**src/rtl/j1_io_uart_pkg.sv**
```systemverilog
// rtl/j1_io_uart_pkg.sv - shared constants, FSM encodings and helpers for the J1 I/O UART
package j1_io_uart_pkg;

    localparam logic [2:0] OFF_DATA    = 3'd0;
    localparam logic [2:0] OFF_STATUS  = 3'd1;
    localparam logic [2:0] OFF_DIVISOR = 3'd2;
    localparam logic [2:0] OFF_CTRL    = 3'd3;

    localparam int ST_RX_NONEMPTY = 0;
    localparam int ST_TX_NOTFULL  = 1;
    localparam int ST_TX_IDLE     = 2;
    localparam int ST_RX_OVF      = 3;
    localparam int ST_TX_OVF      = 4;
    localparam int ST_FRAME_ERR   = 5;

    localparam int CT_IE_RX    = 0;
    localparam int CT_IE_TX    = 1;
    localparam int CT_LOOPBACK = 2;

    localparam logic [15:0] MIN_DIVISOR = 16'd4;

    typedef enum logic [1:0] {TX_IDLE, TX_START, TX_DATA, TX_STOP} tx_state_e;
    typedef enum logic [1:0] {RX_IDLE, RX_START, RX_DATA, RX_STOP} rx_state_e;

    // Very small divisors cannot hold a mid-bit sample point, so clamp.
    function automatic logic [15:0] eff_period(input logic [15:0] div);
        return (div < MIN_DIVISOR) ? MIN_DIVISOR : div;
    endfunction

endpackage

```
**src/rtl/j1_byte_fifo.sv**
```systemverilog
// rtl/j1_byte_fifo.sv - small synchronous FIFO; a push is accepted at full when a pop happens in the same cycle
module j1_byte_fifo #(
    parameter int WIDTH = 8,
    parameter int DEPTH = 4
) (
    input  logic             clk,
    input  logic             resetq,
    input  logic             push_i,
    input  logic             pop_i,
    input  logic [WIDTH-1:0] data_i,
    output logic [WIDTH-1:0] head_o,
    output logic             full_o,
    output logic             empty_o
);

    localparam int AW = $clog2(DEPTH);
    localparam logic [AW:0] FULL_COUNT = (AW + 1)'(DEPTH);

    logic [WIDTH-1:0] mem_q [DEPTH];
    logic [AW-1:0]    wr_ptr_q;
    logic [AW-1:0]    rd_ptr_q;
    logic [AW:0]      count_q;
    logic             do_push;
    logic             do_pop;

    assign empty_o = (count_q == '0);
    assign full_o  = (count_q == FULL_COUNT);
    assign head_o  = mem_q[rd_ptr_q];
    assign do_pop  = pop_i & ~empty_o;
    assign do_push = push_i & (~full_o | do_pop);

    always_ff @(posedge clk or negedge resetq) begin
        if (!resetq) begin
            wr_ptr_q <= '0;
            rd_ptr_q <= '0;
            count_q  <= '0;
        end else begin
            if (do_push) wr_ptr_q <= wr_ptr_q + AW'(1);
            if (do_pop)  rd_ptr_q <= rd_ptr_q + AW'(1);
            case ({do_push, do_pop})
                2'b10:   count_q <= count_q + (AW + 1)'(1);
                2'b01:   count_q <= count_q - (AW + 1)'(1);
                default: count_q <= count_q;
            endcase
        end
    end

    always_ff @(posedge clk) begin
        if (do_push) mem_q[wr_ptr_q] <= data_i;
    end

endmodule

```
**src/rtl/j1_io_uart.sv**
```systemverilog
// rtl/j1_io_uart.sv - register-mapped 8N1 UART responder on the J1 I/O bus with TX/RX byte FIFOs
module j1_io_uart
    import j1_io_uart_pkg::*;
#(
    parameter logic [15:0] BASE_ADDR  = 16'h1000,
    parameter logic [15:0] CLKDIV     = 16'd434,
    parameter int          FIFO_DEPTH = 4
) (
    input  logic        clk,
    input  logic        resetq,
    input  logic        io_rd,
    input  logic        io_wr,
    input  logic [15:0] mem_addr,
    input  logic [15:0] dout,
    output logic [15:0] io_din,
    input  logic        uart_rx,
    output logic        uart_tx,
    output logic        irq
);

    logic        sel;
    logic [2:0]  offset;
    logic        unused_addr_bit;

    logic [15:0] div_q;
    logic [2:0]  ctrl_q;
    logic        rx_ovf_q, rx_ovf_d;
    logic        tx_ovf_q, tx_ovf_d;
    logic        frame_err_q, frame_err_d;

    logic [15:0] period_m1;
    logic [15:0] half_m1;

    logic        tx_push, tx_pop, tx_full, tx_empty;
    logic [7:0]  tx_head;
    logic        rx_push, rx_pop, rx_full, rx_empty;
    logic [7:0]  rx_head;

    tx_state_e   tx_state_q;
    logic [15:0] tx_cnt_q;
    logic [2:0]  tx_bit_q;
    logic [7:0]  tx_shift_q;
    logic        uart_tx_q;

    rx_state_e   rx_state_q;
    logic [15:0] rx_cnt_q;
    logic [2:0]  rx_bit_q;
    logic [7:0]  rx_shift_q;
    logic        rx_s1_q, rx_s2_q, rx_prev_q;
    logic        rx_in;
    logic        rx_stop_mid;
    logic        frame_err_set;
    logic        tx_idle;

    assign sel             = (mem_addr[15:4] == BASE_ADDR[15:4]);
    assign offset          = mem_addr[3:1];
    assign unused_addr_bit = mem_addr[0];

    assign period_m1 = eff_period(div_q) - 16'd1;
    assign half_m1   = (eff_period(div_q) >> 1) - 16'd1;

    assign tx_push = io_wr & sel & (offset == OFF_DATA);
    assign tx_pop  = ~tx_empty & ((tx_state_q == TX_IDLE) |
                                  ((tx_state_q == TX_STOP) & (tx_cnt_q == '0)));
    assign rx_pop  = io_rd & sel & (offset == OFF_DATA) & ~rx_empty;

    assign rx_stop_mid   = (rx_state_q == RX_STOP) & (rx_cnt_q == '0);
    assign rx_push       = rx_stop_mid & rx_s2_q;
    assign frame_err_set = rx_stop_mid & ~rx_s2_q;

    assign tx_idle = tx_empty & (tx_state_q == TX_IDLE);
    assign uart_tx = uart_tx_q;
    assign rx_in   = ctrl_q[CT_LOOPBACK] ? uart_tx_q : uart_rx;
    assign irq     = (~rx_empty & ctrl_q[CT_IE_RX]) | (tx_empty & ctrl_q[CT_IE_TX]);

    j1_byte_fifo #(.WIDTH(8), .DEPTH(FIFO_DEPTH)) u_tx_fifo (
        .clk     (clk),
        .resetq  (resetq),
        .push_i  (tx_push),
        .pop_i   (tx_pop),
        .data_i  (dout[7:0]),
        .head_o  (tx_head),
        .full_o  (tx_full),
        .empty_o (tx_empty)
    );

    j1_byte_fifo #(.WIDTH(8), .DEPTH(FIFO_DEPTH)) u_rx_fifo (
        .clk     (clk),
        .resetq  (resetq),
        .push_i  (rx_push),
        .pop_i   (rx_pop),
        .data_i  (rx_shift_q),
        .head_o  (rx_head),
        .full_o  (rx_full),
        .empty_o (rx_empty)
    );

    always_comb begin
        io_din = 16'h0000;
        if (sel) begin
            case (offset)
                OFF_DATA:    io_din = rx_empty ? 16'h0000 : {1'b1, 7'b0, rx_head};
                OFF_STATUS:  io_din = {10'b0, frame_err_q, tx_ovf_q, rx_ovf_q,
                                       tx_idle, ~tx_full, ~rx_empty};
                OFF_DIVISOR: io_din = div_q;
                OFF_CTRL:    io_din = {13'b0, ctrl_q};
                default:     io_din = 16'h0000;
            endcase
        end
    end

    // Sticky flags: a set in the same cycle as a write-1-to-clear wins.
    always_comb begin
        rx_ovf_d    = rx_ovf_q;
        tx_ovf_d    = tx_ovf_q;
        frame_err_d = frame_err_q;
        if (io_wr & sel & (offset == OFF_STATUS)) begin
            if (dout[ST_RX_OVF])    rx_ovf_d    = 1'b0;
            if (dout[ST_TX_OVF])    tx_ovf_d    = 1'b0;
            if (dout[ST_FRAME_ERR]) frame_err_d = 1'b0;
        end
        if (rx_push & rx_full & ~rx_pop) rx_ovf_d    = 1'b1;
        if (tx_push & tx_full & ~tx_pop) tx_ovf_d    = 1'b1;
        if (frame_err_set)               frame_err_d = 1'b1;
    end

    always_ff @(posedge clk or negedge resetq) begin
        if (!resetq) begin
            div_q       <= CLKDIV;
            ctrl_q      <= 3'b000;
            rx_ovf_q    <= 1'b0;
            tx_ovf_q    <= 1'b0;
            frame_err_q <= 1'b0;
        end else begin
            rx_ovf_q    <= rx_ovf_d;
            tx_ovf_q    <= tx_ovf_d;
            frame_err_q <= frame_err_d;
            if (io_wr & sel & (offset == OFF_DIVISOR)) div_q  <= dout;
            if (io_wr & sel & (offset == OFF_CTRL))    ctrl_q <= dout[2:0];
        end
    end

    always_ff @(posedge clk or negedge resetq) begin
        if (!resetq) begin
            tx_state_q <= TX_IDLE;
            tx_cnt_q   <= '0;
            tx_bit_q   <= '0;
            tx_shift_q <= '0;
            uart_tx_q  <= 1'b1;
        end else begin
            case (tx_state_q)
                TX_IDLE: begin
                    if (!tx_empty) begin
                        tx_shift_q <= tx_head;
                        tx_cnt_q   <= period_m1;
                        uart_tx_q  <= 1'b0;
                        tx_state_q <= TX_START;
                    end
                end
                TX_START: begin
                    if (tx_cnt_q == '0) begin
                        tx_cnt_q   <= period_m1;
                        tx_bit_q   <= '0;
                        uart_tx_q  <= tx_shift_q[0];
                        tx_state_q <= TX_DATA;
                    end else begin
                        tx_cnt_q <= tx_cnt_q - 16'd1;
                    end
                end
                TX_DATA: begin
                    if (tx_cnt_q == '0) begin
                        tx_cnt_q <= period_m1;
                        if (tx_bit_q == 3'd7) begin
                            uart_tx_q  <= 1'b1;
                            tx_state_q <= TX_STOP;
                        end else begin
                            tx_bit_q   <= tx_bit_q + 3'd1;
                            tx_shift_q <= tx_shift_q >> 1;
                            uart_tx_q  <= tx_shift_q[1];
                        end
                    end else begin
                        tx_cnt_q <= tx_cnt_q - 16'd1;
                    end
                end
                TX_STOP: begin
                    if (tx_cnt_q == '0) begin
                        if (!tx_empty) begin
                            tx_shift_q <= tx_head;
                            tx_cnt_q   <= period_m1;
                            uart_tx_q  <= 1'b0;
                            tx_state_q <= TX_START;
                        end else begin
                            tx_state_q <= TX_IDLE;
                        end
                    end else begin
                        tx_cnt_q <= tx_cnt_q - 16'd1;
                    end
                end
                default: tx_state_q <= TX_IDLE;
            endcase
        end
    end

    // Counter is loaded to half a period on the start edge so every later reload lands mid-bit.
    always_ff @(posedge clk or negedge resetq) begin
        if (!resetq) begin
            rx_s1_q    <= 1'b1;
            rx_s2_q    <= 1'b1;
            rx_prev_q  <= 1'b1;
            rx_state_q <= RX_IDLE;
            rx_cnt_q   <= '0;
            rx_bit_q   <= '0;
            rx_shift_q <= '0;
        end else begin
            rx_s1_q   <= rx_in;
            rx_s2_q   <= rx_s1_q;
            rx_prev_q <= rx_s2_q;
            case (rx_state_q)
                RX_IDLE: begin
                    if (rx_prev_q & ~rx_s2_q) begin
                        rx_cnt_q   <= half_m1;
                        rx_state_q <= RX_START;
                    end
                end
                RX_START: begin
                    if (rx_cnt_q == '0) begin
                        if (rx_s2_q) begin
                            rx_state_q <= RX_IDLE;
                        end else begin
                            rx_cnt_q   <= period_m1;
                            rx_bit_q   <= '0;
                            rx_state_q <= RX_DATA;
                        end
                    end else begin
                        rx_cnt_q <= rx_cnt_q - 16'd1;
                    end
                end
                RX_DATA: begin
                    if (rx_cnt_q == '0) begin
                        rx_cnt_q   <= period_m1;
                        rx_shift_q <= {rx_s2_q, rx_shift_q[7:1]};
                        if (rx_bit_q == 3'd7) rx_state_q <= RX_STOP;
                        else                  rx_bit_q   <= rx_bit_q + 3'd1;
                    end else begin
                        rx_cnt_q <= rx_cnt_q - 16'd1;
                    end
                end
                RX_STOP: begin
                    if (rx_cnt_q == '0) rx_state_q <= RX_IDLE;
                    else                rx_cnt_q   <= rx_cnt_q - 16'd1;
                end
                default: rx_state_q <= RX_IDLE;
            endcase
        end
    end

endmodule

```
**config.mk**
```make
export PLATFORM = sky130hd
export DESIGN_NAME = j1_io_uart
export DESIGN_NICKNAME = d
export VERILOG_FILES = /design/src/rtl/j1_io_uart_pkg.sv /design/src/rtl/j1_byte_fifo.sv /design/src/rtl/j1_io_uart.sv
export SDC_FILE = /design/constraint.sdc
export NUM_CORES = 1
export LEC_CHECK = 0
export ABC_CLOCK_PERIOD_IN_PS = 4800
export CAP_MARGIN = 20
export CORE_ASPECT_RATIO = 0.6
export CORE_MARGIN = 3
export CORE_UTILIZATION = 25
export CTS_CLUSTER_SIZE = 16
export DETAILED_ROUTE_END_ITERATION = 10
export SLEW_MARGIN = 15
export SYNTH_ARGS = -nofsm -noshare
export SYNTH_HDL_FRONTEND = slang
export SYNTH_HIERARCHICAL = 1
export SYNTH_SLANG_ARGS = --single-unit
export TNS_END_PERCENT = 20
```
**constraint.sdc**
```tcl
create_clock -name clk -period 4.8 [get_ports clk]
set_input_delay 0.96 -clock clk [delete_from_list [all_inputs] [get_ports clk]]
set_output_delay 0.96 -clock clk [all_outputs]
set_load 0.02 [all_outputs]
```
==> results of run 1 <==
registers in the layout, summed over array words and instances, names as in the netlist, 2 cells and up, named ones only:
name                count
u_rx_fifo/count_q       3
u_rx_fifo/mem_q        32
u_tx_fifo/count_q       3
u_tx_fifo/mem_q        32
tx_cnt_q               16
u_rx_fifo/wr_ptr_q      2
div_q                  16
u_rx_fifo/rd_ptr_q      2
ctrl_q                  3
rx_bit_q                3
tx_state_q              2
rx_shift_q              8
u_tx_fifo/rd_ptr_q      2
u_tx_fifo/wr_ptr_q      2
rx_cnt_q               16
tx_bit_q                3
tx_shift_q              8
kinds of logic (layout without fill, tap and decap cells):
| group | count (synthesis) | count (layout) |
|---|---|---|
| AO/OA/AOI/OAI | 201 | 201 |
| buffers and inverters | 92 | 143 |
| AND/OR/NAND/NOR | 284 | 284 |
| XOR/XNOR | 38 | 38 |
| adder cells (fa/ha/maj) | 30 | 30 |
| flip-flops | 162 | 162 |
| multiplexers | 78 | 78 |
layer usage:
| metal | up-vias | track usage [%] |
|---|---|---|
| met1 | 3582 | 21.4 |
| li1 | 3405 | - |
| met3 | 29 | 4.11 |
| met2 | 305 | 18.0 |
| met4 | 0 | 2.88 |
| met5 | - | 0 |
report_power, final:
group / internal [W] / switching, W / leakage, nW
Combinational: 0.00101 / 0.00157 / 2.16
Clock: 0.000699 / 0.000680 / 0.289
Sequential: 0.00165 / 0.000270 / 1.86
path summary, 6_finish.rpt:
check | endpoint | slack, ns
setup / recovery | io_din[12] | 0.39
hold / removal | rx_s2_q | 0.36
setup reg to reg | rx_cnt_q[7] | 0.59
hold reg to reg | rx_s2_q | 0.36
max in group asynchronous | uart_tx | 3.42
min in group asynchronous | rx_shift_q[3] | 0.50
layout make-up:
cell class,instances,share of cell area [%]
Clock inverter,15,1.54
Inverter,39,1.32
Sequential cell,162,39.4
Clock buffer,17,3.82
Multi-Input combinational cell,631,42.2
Tap cell,504,5.66
Timing Repair Buffer,72,6.02
per-stage QoR:
step / total power (W) / instances / area (um^2) / utilization, % / hold WS, ns
after floorplan: 0.00376 / 885 / 9450 / - / 0.345
after global placement: 0.00440 / 1408 / 10500 / 28.6 / 0.350
after detailed placement: 0.00444 / 1408 / 10500 / 28.6 / 0.347
after CTS: 0.00583 / 1440 / 11100 / 30.2 / 0.358
after global routing: 0.00626 / 1440 / 11100 / 30.2 / 0.359
final: 0.00588 / 1440 / 11100 / 30.2 / 0.358
cell usage in the layout (no fill, tap or decap), types with 12 or more instances in the layout:
| cell type | Yosys | routed |
|---|---|---|
| a21oi_1 | 43 | 43 |
| and2_1 | 16 | 16 |
| buf_4 | 0 | 20 |
| clkbuf_16 | 0 | 17 |
| clkdlybuf4s50_1 | 0 | 52 |
| dfrtp_1 | 89 | 89 |
| edfxtp_1 | 64 | 64 |
| ha_1 | 28 | 28 |
| inv_1 | 38 | 38 |
| mux2_2 | 41 | 41 |
| mux2i_1 | 12 | 12 |
| mux4_2 | 16 | 16 |
| nand2_1 | 62 | 62 |
| nand3_1 | 20 | 20 |
| nor2_1 | 57 | 57 |
| nor3_1 | 22 | 21 |
| nor4_1 | 17 | 17 |
| o21ai_0 | 41 | 41 |
| or4_1 | 14 | 14 |
| xnor2_1 | 21 | 21 |
| xor2_1 | 17 | 17 |
==> results.json, run 1 <==
{
  "status": "finished clean",
  "ys_seq_elements": 162,
  "synth-compound-area-share_pct": 14.6,
  "cp_slowest_cell": "clkdlybuf4s50_1",
  "path_buf_inv": 5,
  "slew_headroom_pct": 39.6,
  "numCtsBuffers": 17,
  "crit_chain": "clkdlybuf4s50_1 -> nor4_1 -> buf_4 -> nand3_1 -> buf_4 -> nor3b_1 -> buf_4 -> and2_1 -> clkdlybuf4s50_1",
  "dieHeight_um": 157,
  "post-place-ws_ns": 0.395,
  "grt_overflow": 0,
  "synth_top_area_share_pct": 23.6,
  "cp_max_fo": 8,
  "layout_min_cycle_time_ns": 4.41,
  "finalMaxSlewViolations": 0,
  "synthDistinctLibCells": 92,
  "seq_area_frac_synth_pct": 46.4,
  "tritoncts": "built",
  "synth_top_family_by_area": "simple AND/OR/NAND/NOR gates",
  "crit_path_end_kind": "output pin",
  "fill_cells": 3752,
  "layout-drive-gt1-share_pct": 16.0,
  "worst_pin_slew_ns": 0.898,
  "rsz0062_at_grt": "no",
  "hold_violations": 0,
  "powerDensity_nw_per_um2": 528,
  "yosys-top-cells-area": "dfrtp_1 (24%), edfxtp_1 (20%), mux2_2 (4.9%)",
  "synth_area_leader_cell": "dfrtp_1",
  "wl_met1_mm": 13.6,
  "setup_ws_ns": 0.394,
  "crit_type": "input port to output pin",
  "synthArstFlopShare_pct": 60.5,
  "hp-start": "rx_s1_q",
  "wl_per_cell_um": 18.7,
  "fin_skew_ns": 0.0124,
  "top_layer": "met4",
  "num_antenna_cells": 0,
  "arrival_ns": 3.45,
  "clock_sinks": 162,
  "syn-cell-area_um2": 9450,
  "dp_hpwl_mm": 20.1,
  "met3_length_mm": 2.58,
  "reg2reg_depth": 9,
  "vias": 7321,
  "gp_congestion": 0.921,
  "cp-start-kind": "input port",
  "area_growth_syn_to_layout_pct": 17.8,
  "crit_required_ns": 3.84,
  "clock_latency_ns": 0.44,
  "antenna_found_initial": 0,
  "layout.nets": 990,
  "drtIter0Drc": 890,
  "max_freq_mhz": 227,
  "min_path_cells": 0,
  "hp-class": "flip-flop to flip-flop",
  "track_usage_pct": 13.7,
  "clk_pin_slew_ns": 0.07,
  "htreeDepth": 4,
  "critPathMaxStageDelay_ns": 0.63,
  "syn_area_per_cell_um2": 10.7,
  "synth_ff_type": "dfrtp_1",
  "wl_met2_mm": 10.5,
  "portBuffers": 53,
  "yosysMostFrequentCell": "dfrtp_1",
  "peakVddDrop_mv": 0.278,
  "antenna_left": 0,
  "dieArea_um2": 40200,
  "synth_mux_area_share_pct": 11.1,
  "via_per_inst": 5.08,
  "root_buffer": "clkbuf_16",
  "drc": 0,
  "p_leak_nw": 4.31,
  "grt_pass1_vias": 6822,
  "synth_fp_nets": 952,
  "synth_edf_count": 64,
  "setup_viol": 0,
  "maxCapViolCount": 0,
  "core_um2": 36800,
  "critPathTopFamily": "buffers and inverters",
  "yosys.area_share.simple_pct": 16.4,
  "synth_common_cells": "dfrtp_1 (89), edfxtp_1 (64), nand2_1 (62)",
  "post_cts_buffers": 0,
  "grt_pass1_wl_mm": 42.0,
  "first_pass_iters": 5,
  "rows": 54,
  "yosysWarnings": 6,
  "ctsLongestPathBuffers": 2,
  "tns_ns": 0,
  "multi_input_area_um2": 4700,
  "cp-startpoint": "mem_addr[9]",
  "register_area_um2": 4390,
  "crit_top_cell": "buf_4",
  "routed_wl_mm": 26.9,
  "crit_cells": 9,
  "rr_startpoint": "div_q[9]",
  "syn_inst": 885,
  "initial_core_util_pct": 25.7,
  "io_pins": 55,
  "ctsHoldBuffers": 0,
  "synthXorXnorAreaFrac_pct": 3.52,
  "die_width_um": 257,
  "grt_max_degree": 41,
  "cts_resized": 0,
  "min_period_over_period_pct": 91.8,
  "synth-adder-area-share_pct": 4.13
}
Power figures use the tool's default switching activity.
==> inputs of run 2 (changes only) <==
Settings changed: CELL_PAD_IN_SITES_DETAIL_PLACEMENT set to 0, CELL_PAD_IN_SITES_GLOBAL_PLACEMENT set to 1, PLACE_DENSITY_LB_ADDON set to 0.1, TNS_END_PERCENT 20 to not set.
==> run 2 against run 1 <==
Against the previous run: register-to-register slack gained 0.35 ns; largest cell class unchanged; largest power group unchanged; non-clock buffer count grew 12; critical path depth shrank 2; routed wire length grew 16%; clock skew grew 0.0046 ns.
==> results.json, run 2 (same netlist as run 1, synthesis figures left out) <==
{
  "worst_pin_slew_ns": 1.07,
  "seq_power_share_pct": 31.9,
  "grt_pass1_vias": 6940,
  "maxCapViolCount": 0,
  "p_int_w": 0.00348,
  "fin_skew_ns": 0.0171,
  "clk_pin_slew_ns": 0.07,
  "area_growth_syn_to_layout_pct": 19.0,
  "status": "finished clean",
  "routed_wl_mm": 31.3,
  "wl_per_cell_um": 21.5,
  "grt_overflow": 0,
  "tritoncts": "built",
  "antenna_left": 0,
  "p_total_w": 0.00602,
  "vias": 7151,
  "whs_ns": 0.362,
  "dp_hpwl_mm": 23.3,
  "swShare_pct": 42.1,
  "p_sw_w": 0.00254,
  "peakVddDrop_mv": 0.248,
  "die_width_um": 257,
  "ctsLongestPathBuffers": 2,
  "via_per_inst": 4.92,
  "dieArea_um2": 40200,
  "setup_ws_ns": 0.567,
  "drc": 0,
  "clock_sinks": 162,
  "clock_latency_ns": 0.45,
  "first_pass_iters": 6,
  "post_cts_buffers": 0,
  "ctsHoldBuffers": 0,
  "hold_violations": 0,
  "drtIter0Drc": 553,
  "post-place-ws_ns": 0.586,
  "gp_congestion": 0.787,
  "tns_ns": 0,
  "min_period_over_period_pct": 88.2,
  "portBuffers": 53,
  "max_freq_mhz": 236,
  "track_usage_pct": 15.9,
  "slew_headroom_pct": 27.9,
  "dieHeight_um": 157,
  "rows": 54,
  "grt_max_degree": 51,
  "numCtsBuffers": 17,
  "crit_path_end_kind": "output pin",
  "p_comb_share_pct": 43.8,
  "finalMaxSlewViolations": 0,
  "layout_min_cycle_time_ns": 4.23,
  "arrival_ns": 3.27,
  "p_leak_nw": 4.38,
  "largestRegisters": "u_rx_fifo/mem_q: 32 flops, u_tx_fifo/mem_q: 32 flops",
  "hp-class": "flip-flop to flip-flop",
  "clkPwrFrac_pct": 24.3,
  "layout-drive-gt1-share_pct": 17.1,
  "initial_core_util_pct": 25.7,
  "root_buffer": "clkbuf_16",
  "final_common_cell": "dfrtp_1",
  "powerDensity_nw_per_um2": 535,
  "crit_type": "input port to output pin",
  "io_pins": 55,
  "crit_required_ns": 3.84,
  "cp-start-kind": "input port",
  "antenna_found_initial": 1,
  "core_um2": 36800,
  "cp_max_fo": 11,
  "grt_pass1_wl_mm": 47.6,
  "setup_viol": 0,
  "layout.nets": 1002,
  "htreeDepth": 4,
  "cts_resized": 0,
  "rsz0062_at_grt": "no",
  "final_cell_mix": "dfrtp_1 (89), edfxtp_1 (64), nand2_1 (62)"
}
==> run 2: cell types whose count changed in the layout (fill, tap and decap cells not counted), moves of 2 or more <==
cell	previous run	this run
clkinv_8	5	0
buf_4	20	32
bufinv_16	0	2
inv_6	2	5
clkinv_4	4	1
==> run 2: stage by stage <==
stage	std cells	instance area, um^2	utilization, %
after floorplan	885	9450	-
after global placement	1420	10600	28.9
after detailed placement	1420	10600	28.9
after CTS	1452	11200	30.5
after global routing	1452	11200	30.5
final	1453	11200	30.5
==> run 2: area by class of cell <==
cell class	count	area, um^2
antenna	1	2.50
multi-input combinational	631	4710
fill	3811	25600
clock inverter	13	165
timing repair buffer	84	761
inverter	39	146
sequential	162	4390
tap	504	631
clock buffer	19	443
==> run 2: power groups by stage <==
stage	logic, W	clock network [W]	registers, W
CTS	0.00263	0.00151	0.00192
finish	0.00264	0.00146	0.00192
global route	0.00293	0.00157	0.00196
floorplan	0.00196	0	0.00180
detailed placement	0.00262	0	0.00195
global placement	0.00268	0	0.00196
==> run 2: final timing paths <==
check	from	endpoint	slack (ns)	cells past startpoint
worst max-delay path	mem_addr[2]	io_din[9]	0.57	7
worst min-delay path	rx_s1_q	rx_s2_q	0.36	0
worst max register to register	div_q[11]	rx_cnt_q[11]	0.94	9
worst min register to register	rx_s1_q	rx_s2_q	0.36	0
max in group asynchronous	resetq	div_q[1]	3.26	2
min in group asynchronous	resetq	tx_shift_q[7]	0.57	1
==> run 2: worst max-delay path: stages <==
cell,delay (ns)
clkdlybuf4s50_1,0.46
buf_4,0.15
nor2b_1,0.43
nor3b_1,0.33
buf_4,0.21
and2_1,0.13
clkdlybuf4s50_1,0.60
==> run 2: metal layers <==
layer	global-route usage, %	wire length [um]
met5	0	0
met4	3.58	333
met3	2.80	1360
met2	19.8	11600
met1	27.0	18000
==> inputs of run 3 (changes only) <==
Settings changed: CTS_CLUSTER_DIAMETER set to 40, CTS_CLUSTER_SIZE 16 to 10, GPL_ROUTABILITY_DRIVEN set to 0.
==> results of run 3 <==
The final DEF is identical to that of run 2; final timing and power are the same.
